### src/rtl/cpu_pkg.sv
// Shared types and constants for the multiply/divide sequencer.
package cpu_pkg;

    localparam int unsigned MULDIV_ITERS = 32;
    localparam int unsigned MULDIV_CNT_W = 6;

    localparam logic OP_MULT = 1'b0;
    localparam logic OP_DIV  = 1'b1;

    typedef enum logic [2:0] {
        ST_IDLE,
        ST_MULT,
        ST_DIV,
        ST_FIXUP,
        ST_DONE
    } muldiv_state_t;

endpackage

### src/rtl/muldiv_datapath.sv
// Booth multiply / restoring divide datapath that owns the HI/LO registers.
module muldiv_datapath
    import cpu_pkg::*;
#(
    parameter int unsigned WIDTH = 32
) (
    input  logic             clk,
    input  logic             reset,
    input  logic             load,
    input  logic             op,
    input  logic [WIDTH-1:0] a,
    input  logic [WIDTH-1:0] b,
    input  logic             step_mult,
    input  logic             step_div,
    input  logic             fixup,
    input  logic             commit,
    output logic [WIDTH-1:0] hi,
    output logic [WIDTH-1:0] lo
);
    localparam int unsigned PW = 2 * WIDTH + 1;

    logic [PW-1:0]    prod_q, prod_d;
    logic [WIDTH-1:0] m_q, m_d;
    logic [WIDTH-1:0] rem_q, rem_d;
    logic [WIDTH-1:0] quo_q, quo_d;
    logic [WIDTH-1:0] hi_q, hi_d;
    logic [WIDTH-1:0] lo_q, lo_d;
    logic             op_q, op_d;
    logic             qneg_q, qneg_d;
    logic             rneg_q, rneg_d;

    logic [WIDTH-1:0] a_mag, b_mag;
    logic [WIDTH:0]   booth_acc, booth_m, booth_sum;
    logic [WIDTH:0]   trial_r;
    logic             trial_ge;

    always_comb begin
        prod_d = prod_q;
        m_d    = m_q;
        rem_d  = rem_q;
        quo_d  = quo_q;
        hi_d   = hi_q;
        lo_d   = lo_q;
        op_d   = op_q;
        qneg_d = qneg_q;
        rneg_d = rneg_q;

        a_mag = a[WIDTH-1] ? (~a + WIDTH'(1)) : a;
        b_mag = b[WIDTH-1] ? (~b + WIDTH'(1)) : b;

        // Accumulator is sign-extended by one bit so the -2^(W-1) multiplicand cannot overflow.
        booth_acc = {prod_q[PW-1], prod_q[PW-1 -: WIDTH]};
        booth_m   = {m_q[WIDTH-1], m_q};
        case (prod_q[1:0])
            2'b01:   booth_sum = booth_acc + booth_m;
            2'b10:   booth_sum = booth_acc - booth_m;
            default: booth_sum = booth_acc;
        endcase

        trial_r  = {rem_q, quo_q[WIDTH-1]};
        trial_ge = (trial_r >= {1'b0, m_q});

        if (load) begin
            op_d = op;
            if (op == OP_MULT) begin
                prod_d = {{WIDTH{1'b0}}, b, 1'b0};
                m_d    = a;
            end else begin
                m_d    = b_mag;
                quo_d  = a_mag;
                rem_d  = '0;
                qneg_d = a[WIDTH-1] ^ b[WIDTH-1];
                rneg_d = a[WIDTH-1];
            end
        end

        if (step_mult) begin
            prod_d = {booth_sum, prod_q[WIDTH:1]};
        end

        if (step_div) begin
            rem_d = trial_ge ? WIDTH'(trial_r - {1'b0, m_q}) : trial_r[WIDTH-1:0];
            quo_d = {quo_q[WIDTH-2:0], trial_ge};
        end

        if (fixup) begin
            quo_d = qneg_q ? (~quo_q + WIDTH'(1)) : quo_q;
            rem_d = rneg_q ? (~rem_q + WIDTH'(1)) : rem_q;
        end

        if (commit) begin
            hi_d = (op_q == OP_DIV) ? rem_q : prod_q[PW-1 -: WIDTH];
            lo_d = (op_q == OP_DIV) ? quo_q : prod_q[WIDTH:1];
        end
    end

    always_ff @(posedge clk or negedge reset) begin
        if (!reset) begin
            prod_q <= '0;
            m_q    <= '0;
            rem_q  <= '0;
            quo_q  <= '0;
            hi_q   <= '0;
            lo_q   <= '0;
            op_q   <= 1'b0;
            qneg_q <= 1'b0;
            rneg_q <= 1'b0;
        end else begin
            prod_q <= prod_d;
            m_q    <= m_d;
            rem_q  <= rem_d;
            quo_q  <= quo_d;
            hi_q   <= hi_d;
            lo_q   <= lo_d;
            op_q   <= op_d;
            qneg_q <= qneg_d;
            rneg_q <= rneg_d;
        end
    end

    assign hi = hi_q;
    assign lo = lo_q;

endmodule

### src/rtl/mult_div_ctrl.sv
// Multiply/divide sequencer: accepts one MULT/DIV request and drives the datapath strobes.
module mult_div_ctrl
    import cpu_pkg::*;
#(
    parameter int unsigned WIDTH = 32
) (
    input  logic             clk,
    input  logic             reset,
    input  logic             start,
    input  logic             op,
    input  logic [WIDTH-1:0] a,
    input  logic [WIDTH-1:0] b,
    output logic             busy,
    output logic             done,
    output logic             div_zero,
    output logic [WIDTH-1:0] hi,
    output logic [WIDTH-1:0] lo
);
    localparam logic [MULDIV_CNT_W-1:0] CNT_LAST = MULDIV_CNT_W'(MULDIV_ITERS - 1);

    muldiv_state_t           state_q, state_d;
    logic [MULDIV_CNT_W-1:0] cnt_q, cnt_d;
    logic                    busy_q, busy_d;
    logic                    done_q, done_d;
    logic                    div_zero_q, div_zero_d;
    logic                    dz_pend_q, dz_pend_d;

    logic load_c, step_mult_c, step_div_c, fixup_c, commit_c;

    always_comb begin
        state_d     = state_q;
        cnt_d       = cnt_q;
        busy_d      = (state_q != ST_IDLE);
        done_d      = 1'b0;
        div_zero_d  = 1'b0;
        dz_pend_d   = dz_pend_q;
        load_c      = 1'b0;
        step_mult_c = 1'b0;
        step_div_c  = 1'b0;
        fixup_c     = 1'b0;
        commit_c    = 1'b0;

        case (state_q)
            ST_IDLE: begin
                if (start) begin
                    cnt_d     = '0;
                    dz_pend_d = 1'b0;
                    if (op == OP_MULT) begin
                        load_c  = 1'b1;
                        state_d = ST_MULT;
                    end else if (b == '0) begin
                        dz_pend_d = 1'b1;
                        state_d   = ST_DONE;
                    end else begin
                        load_c  = 1'b1;
                        state_d = ST_DIV;
                    end
                end
            end
            ST_MULT: begin
                step_mult_c = 1'b1;
                if (cnt_q == CNT_LAST) state_d = ST_DONE;
                else                   cnt_d   = cnt_q + MULDIV_CNT_W'(1);
            end
            ST_DIV: begin
                step_div_c = 1'b1;
                if (cnt_q == CNT_LAST) state_d = ST_FIXUP;
                else                   cnt_d   = cnt_q + MULDIV_CNT_W'(1);
            end
            ST_FIXUP: begin
                fixup_c = 1'b1;
                state_d = ST_DONE;
            end
            ST_DONE: begin
                // A divide-by-zero completes without touching HI/LO.
                done_d     = 1'b1;
                div_zero_d = dz_pend_q;
                commit_c   = ~dz_pend_q;
                dz_pend_d  = 1'b0;
                state_d    = ST_IDLE;
            end
            default: state_d = ST_IDLE;
        endcase
    end

    always_ff @(posedge clk or negedge reset) begin
        if (!reset) begin
            state_q    <= ST_IDLE;
            cnt_q      <= '0;
            busy_q     <= 1'b0;
            done_q     <= 1'b0;
            div_zero_q <= 1'b0;
            dz_pend_q  <= 1'b0;
        end else begin
            state_q    <= state_d;
            cnt_q      <= cnt_d;
            busy_q     <= busy_d;
            done_q     <= done_d;
            div_zero_q <= div_zero_d;
            dz_pend_q  <= dz_pend_d;
        end
    end

    muldiv_datapath #(.WIDTH(WIDTH)) u_datapath (
        .clk       (clk),
        .reset     (reset),
        .load      (load_c),
        .op        (op),
        .a         (a),
        .b         (b),
        .step_mult (step_mult_c),
        .step_div  (step_div_c),
        .fixup     (fixup_c),
        .commit    (commit_c),
        .hi        (hi),
        .lo        (lo)
    );

    assign busy     = busy_q;
    assign done     = done_q;
    assign div_zero = div_zero_q;

endmodule

### config.mk
export PLATFORM = sky130hd
export DESIGN_NAME = mult_div_ctrl
export DESIGN_NICKNAME = d
export VERILOG_FILES = /design/src/rtl/cpu_pkg.sv /design/src/rtl/muldiv_datapath.sv /design/src/rtl/mult_div_ctrl.sv
export SDC_FILE = /design/constraint.sdc
export NUM_CORES = 1
export LEC_CHECK = 0
export CAP_MARGIN = 20
export CORE_UTILIZATION = 35
export DETAILED_ROUTE_END_ITERATION = 10
export PLACE_DENSITY = 0.51
export SLEW_MARGIN = 20
export SYNTH_ARGS = -nofsm -noshare
export SYNTH_HDL_FRONTEND = slang
export SYNTH_SLANG_ARGS = --single-unit
### constraint.sdc
create_clock -name clk -period 5.4 [get_ports clk]
set_input_delay 1.08 -clock clk [delete_from_list [all_inputs] [get_ports clk]]
set_output_delay 1.08 -clock clk [all_outputs]
set_load 0.01 [all_outputs]
# Word level (Yosys, flattened, before mapping)
# Cells that the tools add are included.
# W data, S select, Z words.
# classes
addsub	8
n_reduce_logical	17
muxes	43
bitwise_logic	6
order_cmp	1
eq_ne	15
# op_table
cell	count
$mux W32	16
$mux W65	3
$add A32 B1 Y32 const B	4
$not A32 Y32	4
$pmux W33 S2	1
$add A32 B32 Y33	1
$ge A33 B32 Y1	1
$sub A32 B32 Y33	1
$logic_not A32 Y1	1
$sub A32 B32 Y32	1
$mux W3	5
$reduce_and A3 Y1	5
$mux W1	13
$mux W6	2
$pmux W3 S4	1
$pmux W6 S2	1
$reduce_bool A3 Y1	3
$ne A2 B2 Y1 const B	4
$add A6 B1 Y6 const B	1
$eq A3 B2 Y1 const B	2
$eq A6 B5 Y1 const B	1
$ne A2 B1 Y1 const B	3
$reduce_and A2 Y1	3
$reduce_bool A2 Y1	3
10 further kinds	10
# totals
output_inout_bits	67
register_bits	241
word_cells	106

# Longest topological paths before layout
# Gate-level depths: netlist (run 1).
# logic_depth
word_depth	8
mapped_depth	18

# Modules after synthesis
# From an unflattened synthesis (run 1), not the netlist that was laid out.
# unflattened
cells_unflattened	2127
hier_area_um2	17878.4
# modules_own_cells
module	n_inst	cells_per_inst	area_per_inst_um2	seq_area_each_um2
muldiv_datapath	1	2049	17156.5	5705.5
mult_div_ctrl	1	78	721.9	325.3

# Worst setup path after synthesis (run 1)
# OpenSTA, ideal clock, no wires.
# synth_timing
path_kind	reg2reg
start	reg u_datapath.prod_q[0]
end	reg u_datapath.prod_q[62]
slack_ns	1.634
setup_time_ns	0.128
path_buffers	2
t_arrival_ns	3.638
path_stages_with_launch	17
period_less_slack_ns	3.766
cell_sequence	dfrtp_1 -> inv_1 -> ha_1 -> clkbuf_1 -> clkbuf_1 -> mux2i_1 -> fa_1 -> a21o_1 -> a21oi_1 -> nand2b_1 -> a2111oi_0 -> a2111oi_0 -> o21a_1 -> o21ai_0 -> a21oi_1 -> mux2i_1 -> nand3_1
# synth_between
elab_chain_len	3
# synth_lines
item	line	source
start, declared	muldiv_datapath.sv:22	logic [PW-1:0] prod_q, prod_d;
start signal, assigned	muldiv_datapath.sv:109	prod_q <= prod_d;
$eq A2 B2 Y1 or $eq A2 B1 Y1 (tied branches)	muldiv_datapath.sv:54	case (prod_q[1:0])
$pmux W33 S2 (*)	muldiv_datapath.sv:54	
$mux W65 (*)	muldiv_datapath.sv:77	if (step_mult) begin
# Every way passes the cells marked *; elsewhere a longest branch is shown, timed or not.
# A chain may end at the register's enable or synchronous reset.

# Worst setup path in the final report (run 1)
# layout_timing
start	reg u_datapath.m_q[9]
end	reg u_datapath.prod_q[62]
# layout_between
elab_chain_len	3
# layout_lines
item	line	source
start, declared	muldiv_datapath.sv:23	logic [WIDTH-1:0] m_q, m_d;
start signal, assigned	muldiv_datapath.sv:110	m_q <= m_d;
$sub A32 B32 Y33 or $add A32 B32 Y33 (tied branches)	muldiv_datapath.sv:56, muldiv_datapath.sv:55	
$pmux W33 S2 (*)	muldiv_datapath.sv:54	
$mux W65 (*)	muldiv_datapath.sv:77	
# Marked as above.

==> results of run 1 <==
[report_power, final]
| group | switching (mW) | total [mW] | leakage, nW | internal [mW] |
|---|---|---|---|---|
| registers | 1.14 | 3.81 | 2.92 | 2.67 |
| clock network | 0.882 | 2.10 | 0.494 | 1.22 |
| logic | 5.54 | 9.39 | 5.34 | 3.85 |
| total | 7.56 | 15.3 | 8.75 | 7.74 |
[sequential cells by signal (all words and copies together), names as in the netlist]
signal             cells
div_zero               1
u_datapath.m_q        32
u_datapath.qneg_q      1
done                   1
u_datapath.hi         32
busy                   1
state_q                3
u_datapath.rneg_q      1
u_datapath.op_q        1
u_datapath.lo         32
dz_pend_q              1
cnt_q                  6
u_datapath.quo_q      32
u_datapath.rem_q      32
u_datapath.prod_q     65
[layout by cell type, fill, tap and decap left out, types with 7 or more instances in the layout]
cell               n
a211oi_1          10
a21o_1            27
a21oi_1          263
a31oi_1           53
and3_1            15
buf_4             32
clkbuf_16         30
clkdlybuf4s50_1  133
clkinv_2           9
dfrtp_1          240
ha_1              71
inv_1             80
mux2i_1           90
nand2_1          208
nand2b_1          17
nand3_1           74
nand4_1           16
nor2_1           252
nor2b_1           12
nor3_1            50
nor3b_1           16
nor4_1            21
o211ai_1          21
o21ai_0          216
o21bai_1          14
o22ai_1           14
o31ai_1           25
o41ai_1           12
or2_2              7
or3_1             32
or4_1             12
xnor2_1           83
xor2_1            59
[worst max-delay path by stage]
stage                                    start                     to  slack (ns)  cells past startpoint
after global routing         u_datapath.m_q[9]  u_datapath.prod_q[62]        0.38                     19
after global placement       u_datapath.m_q[9]  u_datapath.prod_q[62]        0.86                     16
final                        u_datapath.m_q[9]  u_datapath.prod_q[62]        0.67                     19
after floorplan           u_datapath.prod_q[0]  u_datapath.prod_q[62]        1.63                     16
after CTS                    u_datapath.m_q[9]  u_datapath.prod_q[62]        0.78                     17
after detailed placement     u_datapath.m_q[9]  u_datapath.prod_q[62]        0.84                     17
[final cells by class]
cell class              instances  area [um2]  area share [%]
multi-input cells            1791       10900            52.7
repair buffers                167        1610            7.75
flip-flops and latches        241        6030            29.1
clock inverters                17         195           0.942
inverters                      80         300            1.45
well taps                     672         841            4.06
clock buffers                  39         825            3.98
[layer usage]
layer,wire length (um),up-vias,global-route usage [%]
met5,0,-,0
met4,1900,0,7.08
met3,2920,93,3.05
met2,30000,468,41.5
met1,29300,8332,33.9
li1,-,8206,-
[stage by stage]
step | cell area, um2 | setup slack (ns) | std cells | power [mW]
after floorplan | 17700 | 1.63 | 2245 | 10.2
after global placement | 19700 | 0.863 | 2951 | 13.1
after detailed placement | 19700 | 0.837 | 2951 | 13.2
after CTS | 20700 | 0.780 | 3007 | 15.4
after global routing | 20700 | 0.385 | 3007 | 16.7
final | 20700 | 0.673 | 3007 | 15.3
[logic make-up (layout without fill, tap and decap cells)]
family / Yosys count / after routing / synth area share (%)
multiplexers: 91 / 91 / 5.15
AND/OR/NAND/NOR: 760 / 760 / 19.8
AO/OA/AOI/OAI: 724 / 724 / 24.1
buffers and inverters: 213 / 303 / 4.53
XOR/XNOR: 142 / 142 / 7.02
adder cells (fa/ha/maj): 74 / 74 / 5.31
flip-flops: 241 / 241 / 34.0
==> out/results.txt, run 1 <==
After legalization and detailed placement, the total HPWL measured 47.7 mm. The synthesized design contains 0 enable-type register cells. Timing would allow up to 0.212 GHz. A synthesized cell averages 7.89 um2.

For the total routed wirelength, the log shows 64.2 mm. For the count of warnings emitted by yosys, the log shows 0. Sequential elements use 34.0% of the synthesized area. Dividing the detail-routed wire length by the instance count gives 21.3 um. The logs give 111 for the largest net degree at the start of global routing and 73 for the number of distinct library cells after synthesis.

The first routing iteration left 1,355 violations. The worst setup path is captured at a flip-flop. Setup repair after global routing left no endpoint under its margin. The run gives 2,453 as the net count reported at finish. The congestion estimate from routability-driven global placement came to 0.977. Setup violations remaining at the end of the flow were counted as 0. The worst hold path terminates at cnt_q[2]. The flow ran to the end, and the final reports show no timing, DRC or antenna violations. Using the TritonRoute via totals, the vias-per-cell ratio works out to 5.69.

The number of buffers and inverters on the critical path is 1, and the vias after detailed routing is 17,100. Flop-to-flop setup slack: 0.67 ns. The count of buffers from port buffering is 134. The wire length of the first global-routing pass is 99.1 mm. Counting I/O delays and the setup requirement, the final critical path takes 4.73 ns.

The worst IR drop on VDD is 0.000288 V. The tools report the critical register-to-register path startpoint as u_datapath.m_q[9]. The dominant synthesized flop cell is dfrtp_1.

Cell with the biggest individual delay on the critical path: dfrtp_1. The final number of hold-violating endpoints is 0, and the highest fanout seen on the critical path is 6. The cell family contributing the most delay on the critical path is simple AND/OR/NAND/NOR gates. Measured along the x axis, the die boundary spans 227 um. The endpoint identified for the worst register-to-register timing path is u_datapath.prod_q[62].

On the worst path, the slowest cell contributes a delay of 0.51 ns. The number of global-route vias before repair is 16,300, and the number of storage elements in the synthesis netlist is 241. The worst setup path is of the reg2reg kind. Setup total negative slack on the finished layout was measured at 0 ns.

TritonCTS built the clock tree. The share of post-route cells with drive strength above 1 came out at 4.93%. Before antenna repair, the detailed router went through 5 iterations. The worst setup skew after layout was 0.0336 ns; the arrival time at the worst endpoint was 5.18 ns. The cell type contributing the most total cell area after synthesis was dfrtp_1.

At the pin with the least slew margin, the transition time is 0.955 ns. The tools report the static leakage as 8.75 nW. The layout has 5,225 filler cells.

For the number of hold buffers added after cts, the log shows 0. By count the netlist is led by a21oi_1 (263), nor2_1 (253), dfrtp_1 (241). The worst setup path is launched from a flip-flop.

The post-synthesis instance total is 2,245. The run gives 50,100 um2 as the area of the core. The worst pin sits at a relative slew slack of 36.3%. The signal on the critical path passes through nor4_1 -> nand2_1 -> nor2_1 -> nand2_1 -> nor2_1 -> nor2_1 -> xnor2_1 -> ha_1 -> nand2_1 -> nor2_1 -> a21oi_1 -> o21ai_0 -> a2111oi_0 -> buf_4 -> o21a_1 -> o21ai_0 -> a21oi_1 -> mux2i_1 -> nand3_1. The run gives 0 as the post-cts sizing count.

In this run the biggest area consumer among cell types represents 34.0% of the synthesized area. During I/O placement, the number of pins put on the boundary was 135. After floorplanning, the core was divided into 82 placement rows. Across the run, the number of max-cap violations was 0. The logs give 0 for the number of pins with negative max-slew slack in the final report and 41.4% for the utilization after layout. The worst register-to-register path has a depth of 19. The most numerous cell type found on the critical path is nor2_1. TritonCTS created 30 clock buffers.

The worst hold path begins at cnt_q[2]. The run gives 0 as the DRC violation count after routing. The logs give 3 for the deepest clock path buffer count and 241 for the CTS sink count. The total global routing track utilization is 24.9%, and the power density relative to cell area is 738 nW/um2. After clock tree synthesis, the clock-pin slew on the worst setup and hold paths is 0.07 ns. The post-synthesis instance area was 17,700 um2.

The number of setup buffers added after CTS came out at 0. Synthesis produced a netlist with a net count of 2,387. The run gives 0 as the number of antenna violations at the first check in global routing.

By instance count, the leading cell after synthesis is a21oi_1. The starting density of the core is 35.4%, and the instance count along the most critical hold path is 1. The classification of the worst-slack hold path is reg2reg.

For the worst-skew pair later-pin latency, the log shows 0.61 ns. Across all hold checks on the routed design, the worst slack comes to 0.513 ns. Dividing the final minimum period by the clock period gives 87.5%. The die boundary height is 227 um.

By area the synthesized netlist is led by dfrtp_1 (34%), a21oi_1 (7.4%), o21ai_0 (6.1%). The tools report the count of H-tree levels built during CTS as 1. Compared with the post-synthesis result, the final layout area differs by 17.0%. The die covers 51,500 um2. The total overflow left after global routing is 0. The logs give 0 for the count of antenna-violating nets left after detailed routing and 5.86 ns for the required arrival time at the worst endpoint. The run gives 0 as the number of antenna repair diodes. Counting flops with an async set or reset pin after synthesis yields a share of 100%. The cell sitting at the root of the clock tree is a clkbuf_16.
No activity file was read; power rests on OpenSTA's default activity.
==> run 2: changes to the inputs <==
- GPL_ROUTABILITY_DRIVEN: default -> 0
==> run 2 against run 1 <==
Compared with the run above: core utilization is essentially flat; register-to-register slack better by 0.08 ns; die area is the same; combinational power about the same; first-iteration DRC count is 1.2% lower; via count grew 0.62%; design area about the same; sequential power hardly changed; highest routed layer is now met5; cell count about the same; largest power group unchanged; total power shrank 0.26%.
==> out/results.txt, run 2 (same netlist as run 1, synthesis figures left out) <==
The flow ran to the end, and the final reports show no timing, DRC or antenna violations. The tools report the deepest clock path buffer count as 3 (unchanged). The run gives 0.000299 V (was 0.000288 V) as the worst IR drop on VDD.

The horizontal die dimension works out to 227 um (unchanged). The tools report the post-detailed-placement half-perimeter wirelength as 46.7 mm (was 47.7 mm). The run gives 0 (unchanged) as the number of antenna repair diodes. The required arrival time at the worst endpoint was 5.87 ns (was 5.86 ns); the count of buffers from port buffering was 134 (unchanged).

The tools report the arrival time at the worst endpoint as 5.11 ns (was 5.18 ns). The most common cell after layout, fill and taps aside is a21oi_1 (unchanged). CTS sink count: 241 (unchanged). The number of cell rows was 82 (unchanged). Most flop-heavy register: u_datapath.prod_q (unchanged). The number of global-route vias before repair is 16,500 (was 16,300).

The static leakage came out at 8.76 nW (was 8.75 nW). Highest-count cells in the layout ignoring fill and taps: a21oi_1 (263), nor2_1 (252), dfrtp_1 (240), o21ai_0 (216), nand2_1 (208) (unchanged). The classification of the worst-slack hold path is reg2reg (unchanged).

The type of destination of the critical path is a flip-flop (unchanged). The tools report the final setup violation count as 0 (unchanged). The first-pass iteration count of the detailed router is 6 (was 5), and the share of the clock period used by the worst path is 86.0% (was 87.5%). The wire length of the first global-routing pass was 98.1 mm (was 99.1 mm). Setup repair after global routing left no endpoint under its margin.

The final critical delay including setup and external delays is 4.64 ns (was 4.73 ns), and the final number of hold-violating endpoints is 0 (unchanged). TritonCTS built the clock tree. The remaining global-route overflow came out at 0 (unchanged).

The measured slew at the worst slew-check pin was 0.979 ns (was 0.955 ns). The run gives 0 (unchanged) as the count of antenna-violating nets left after detailed routing. The critical setup path kind is reg2reg (unchanged). The power density relative to cell area is 737 nW/um2 (was 738 nW/um2).

The logs give 0.60 ns (was 0.61 ns) for the worst-skew pair later-pin latency and 34.6% (was 36.3%) for the remaining max-slew budget at the tightest pin. The run gives 62.9 mm (was 64.2 mm) as the total routed wirelength. The run gives 0 (unchanged) as the post-cts sizing count. The largest net degree at the start of global routing was 106 (was 111). The run gives 0.0228 ns (was 0.0336 ns) as the worst setup skew after layout.

Category of the worst setup path launch point: a flip-flop (unchanged). Root buffer selected by CTS: clkbuf_16 (unchanged). The number of pins with negative max-slew slack in the final report was 0 (unchanged); the area of the die was 51,500 um2 (unchanged).

For the DRC violation count after routing, the log shows 0 (unchanged). The clock-pin slew on the worst setup and hold paths came out at 0.06 ns (was 0.07 ns). The number of top-level pins is 135 (unchanged).

The vias after detailed routing was 17,200 (was 17,100). The run gives 1,339 (was 1,355) as the number of DRC markers after the initial detailed-route iteration. Number of hold buffers added after cts: 0 (unchanged).

The layout-stage area growth over the synthesis result came out at 16.9% (was 17.0%). The maximum frequency from static timing analysis came out at 0.215 GHz (was 0.212 GHz). The tools report the reported max-cap violation count as 0 (unchanged).

The count of H-tree levels built during CTS came out at 1 (unchanged). The run gives 2,454 (was 2,453) as the net count reported at finish. The number of setup buffers added after CTS is 0 (unchanged).

The placed standard-cell area is 19,700 um2 (about the same), and the flip-flop count of the largest register, all copies and words added is 65 (unchanged). The average routed wire per standard cell works out to 20.9 um (was 21.3 um). The number of antenna violations at the first check in global routing is 1 (was 0). The highest fanout seen on the critical path is 6 (unchanged). The die boundary height is 227 um (unchanged), and the sum of negative setup slack is 0 ns (unchanged). The share of post-route cells with drive strength above 1 came out at 4.67% (was 4.93%). Starting density of the core: 35.4% (unchanged). The cell area after layout was 20,700 um2 (about the same); the clock buffer count from CTS was 30 (unchanged). The area of the core is 50,100 um2 (unchanged), and the total global routing track utilization is 24.5% (was 24.9%). The detail-routed via count per cell is 5.72 (was 5.69).
## run 2: metal layers
| layer | share of wire (%) | track usage (%) |
|---|---|---|
| met4 | 2.9 | 6.88 |
| met1 | 45 | 33.3 |
| met3 | 5.7 | 3.43 |
| met5 | 0.019 | 0 |
| met2 | 46 | 40.6 |
## run 2: area by class of cell
type	count	area (um2)
tap	672	841
fill	5173	29300
sequential	241	6030
multi-input combinational	1791	10900
clock inverter	7	110
inverter	80	300
clock buffer	47	895
timing repair buffer	168	1610
## run 2: final timing paths
path,endpoint,cells past startpoint,from,slack [ns]
max in group asynchronous,u_datapath.lo[9],2,reset,3.68
max reg2reg,u_datapath.prod_q[62],19,u_datapath.m_q[9],0.76
min,u_datapath.rneg_q,1,u_datapath.rneg_q,0.51
min in group asynchronous,u_datapath.hi[17],1,reset,0.54
max,u_datapath.prod_q[62],19,u_datapath.m_q[9],0.76
min reg2reg,u_datapath.rneg_q,1,u_datapath.rneg_q,0.51
## run 2: worst max-delay path, stage by stage (launching register included)
cell       delay, ns
dfrtp_1         0.49
nor4_1          0.49
nand2_1         0.19
nor2_1          0.16
nand2_1         0.10
nor2_1          0.42
nor2_1          0.11
xnor2_1         0.31
ha_1            0.37
nand2_1         0.16
nor2_1          0.08
a21oi_1         0.12
o21ai_0         0.10
a2111oi_0       0.40
buf_4           0.22
o21a_1          0.19
o21ai_0         0.12
a21oi_1         0.21
mux2i_1         0.20
nand3_1         0.08
## run 2: per-stage QoR
| step | setup WS (ns) | std cells | power, mW | hold WS (ns) | util, % |
|---|---|---|---|---|---|
| after floorplan | 1.63 | 2245 | 10.2 | 0.470 | - |
| after global placement | 0.856 | 2952 | 13.0 | 0.487 | 39.4 |
| after detailed placement | 0.845 | 2952 | 13.2 | 0.492 | 39.4 |
| after CTS | 0.791 | 3006 | 15.3 | 0.505 | 41.4 |
| after global routing | 0.424 | 3006 | 16.6 | 0.518 | 41.4 |
| final | 0.758 | 3006 | 15.3 | 0.508 | 41.4 |
## run 2: power breakdown
group / leakage [nW] / switching (mW) / total, mW / internal, mW
sequential: 2.92 / 1.15 / 3.82 / 2.67
combinational: 5.34 / 5.52 / 9.37 / 3.85
clock: 0.493 / 0.849 / 2.08 / 1.23
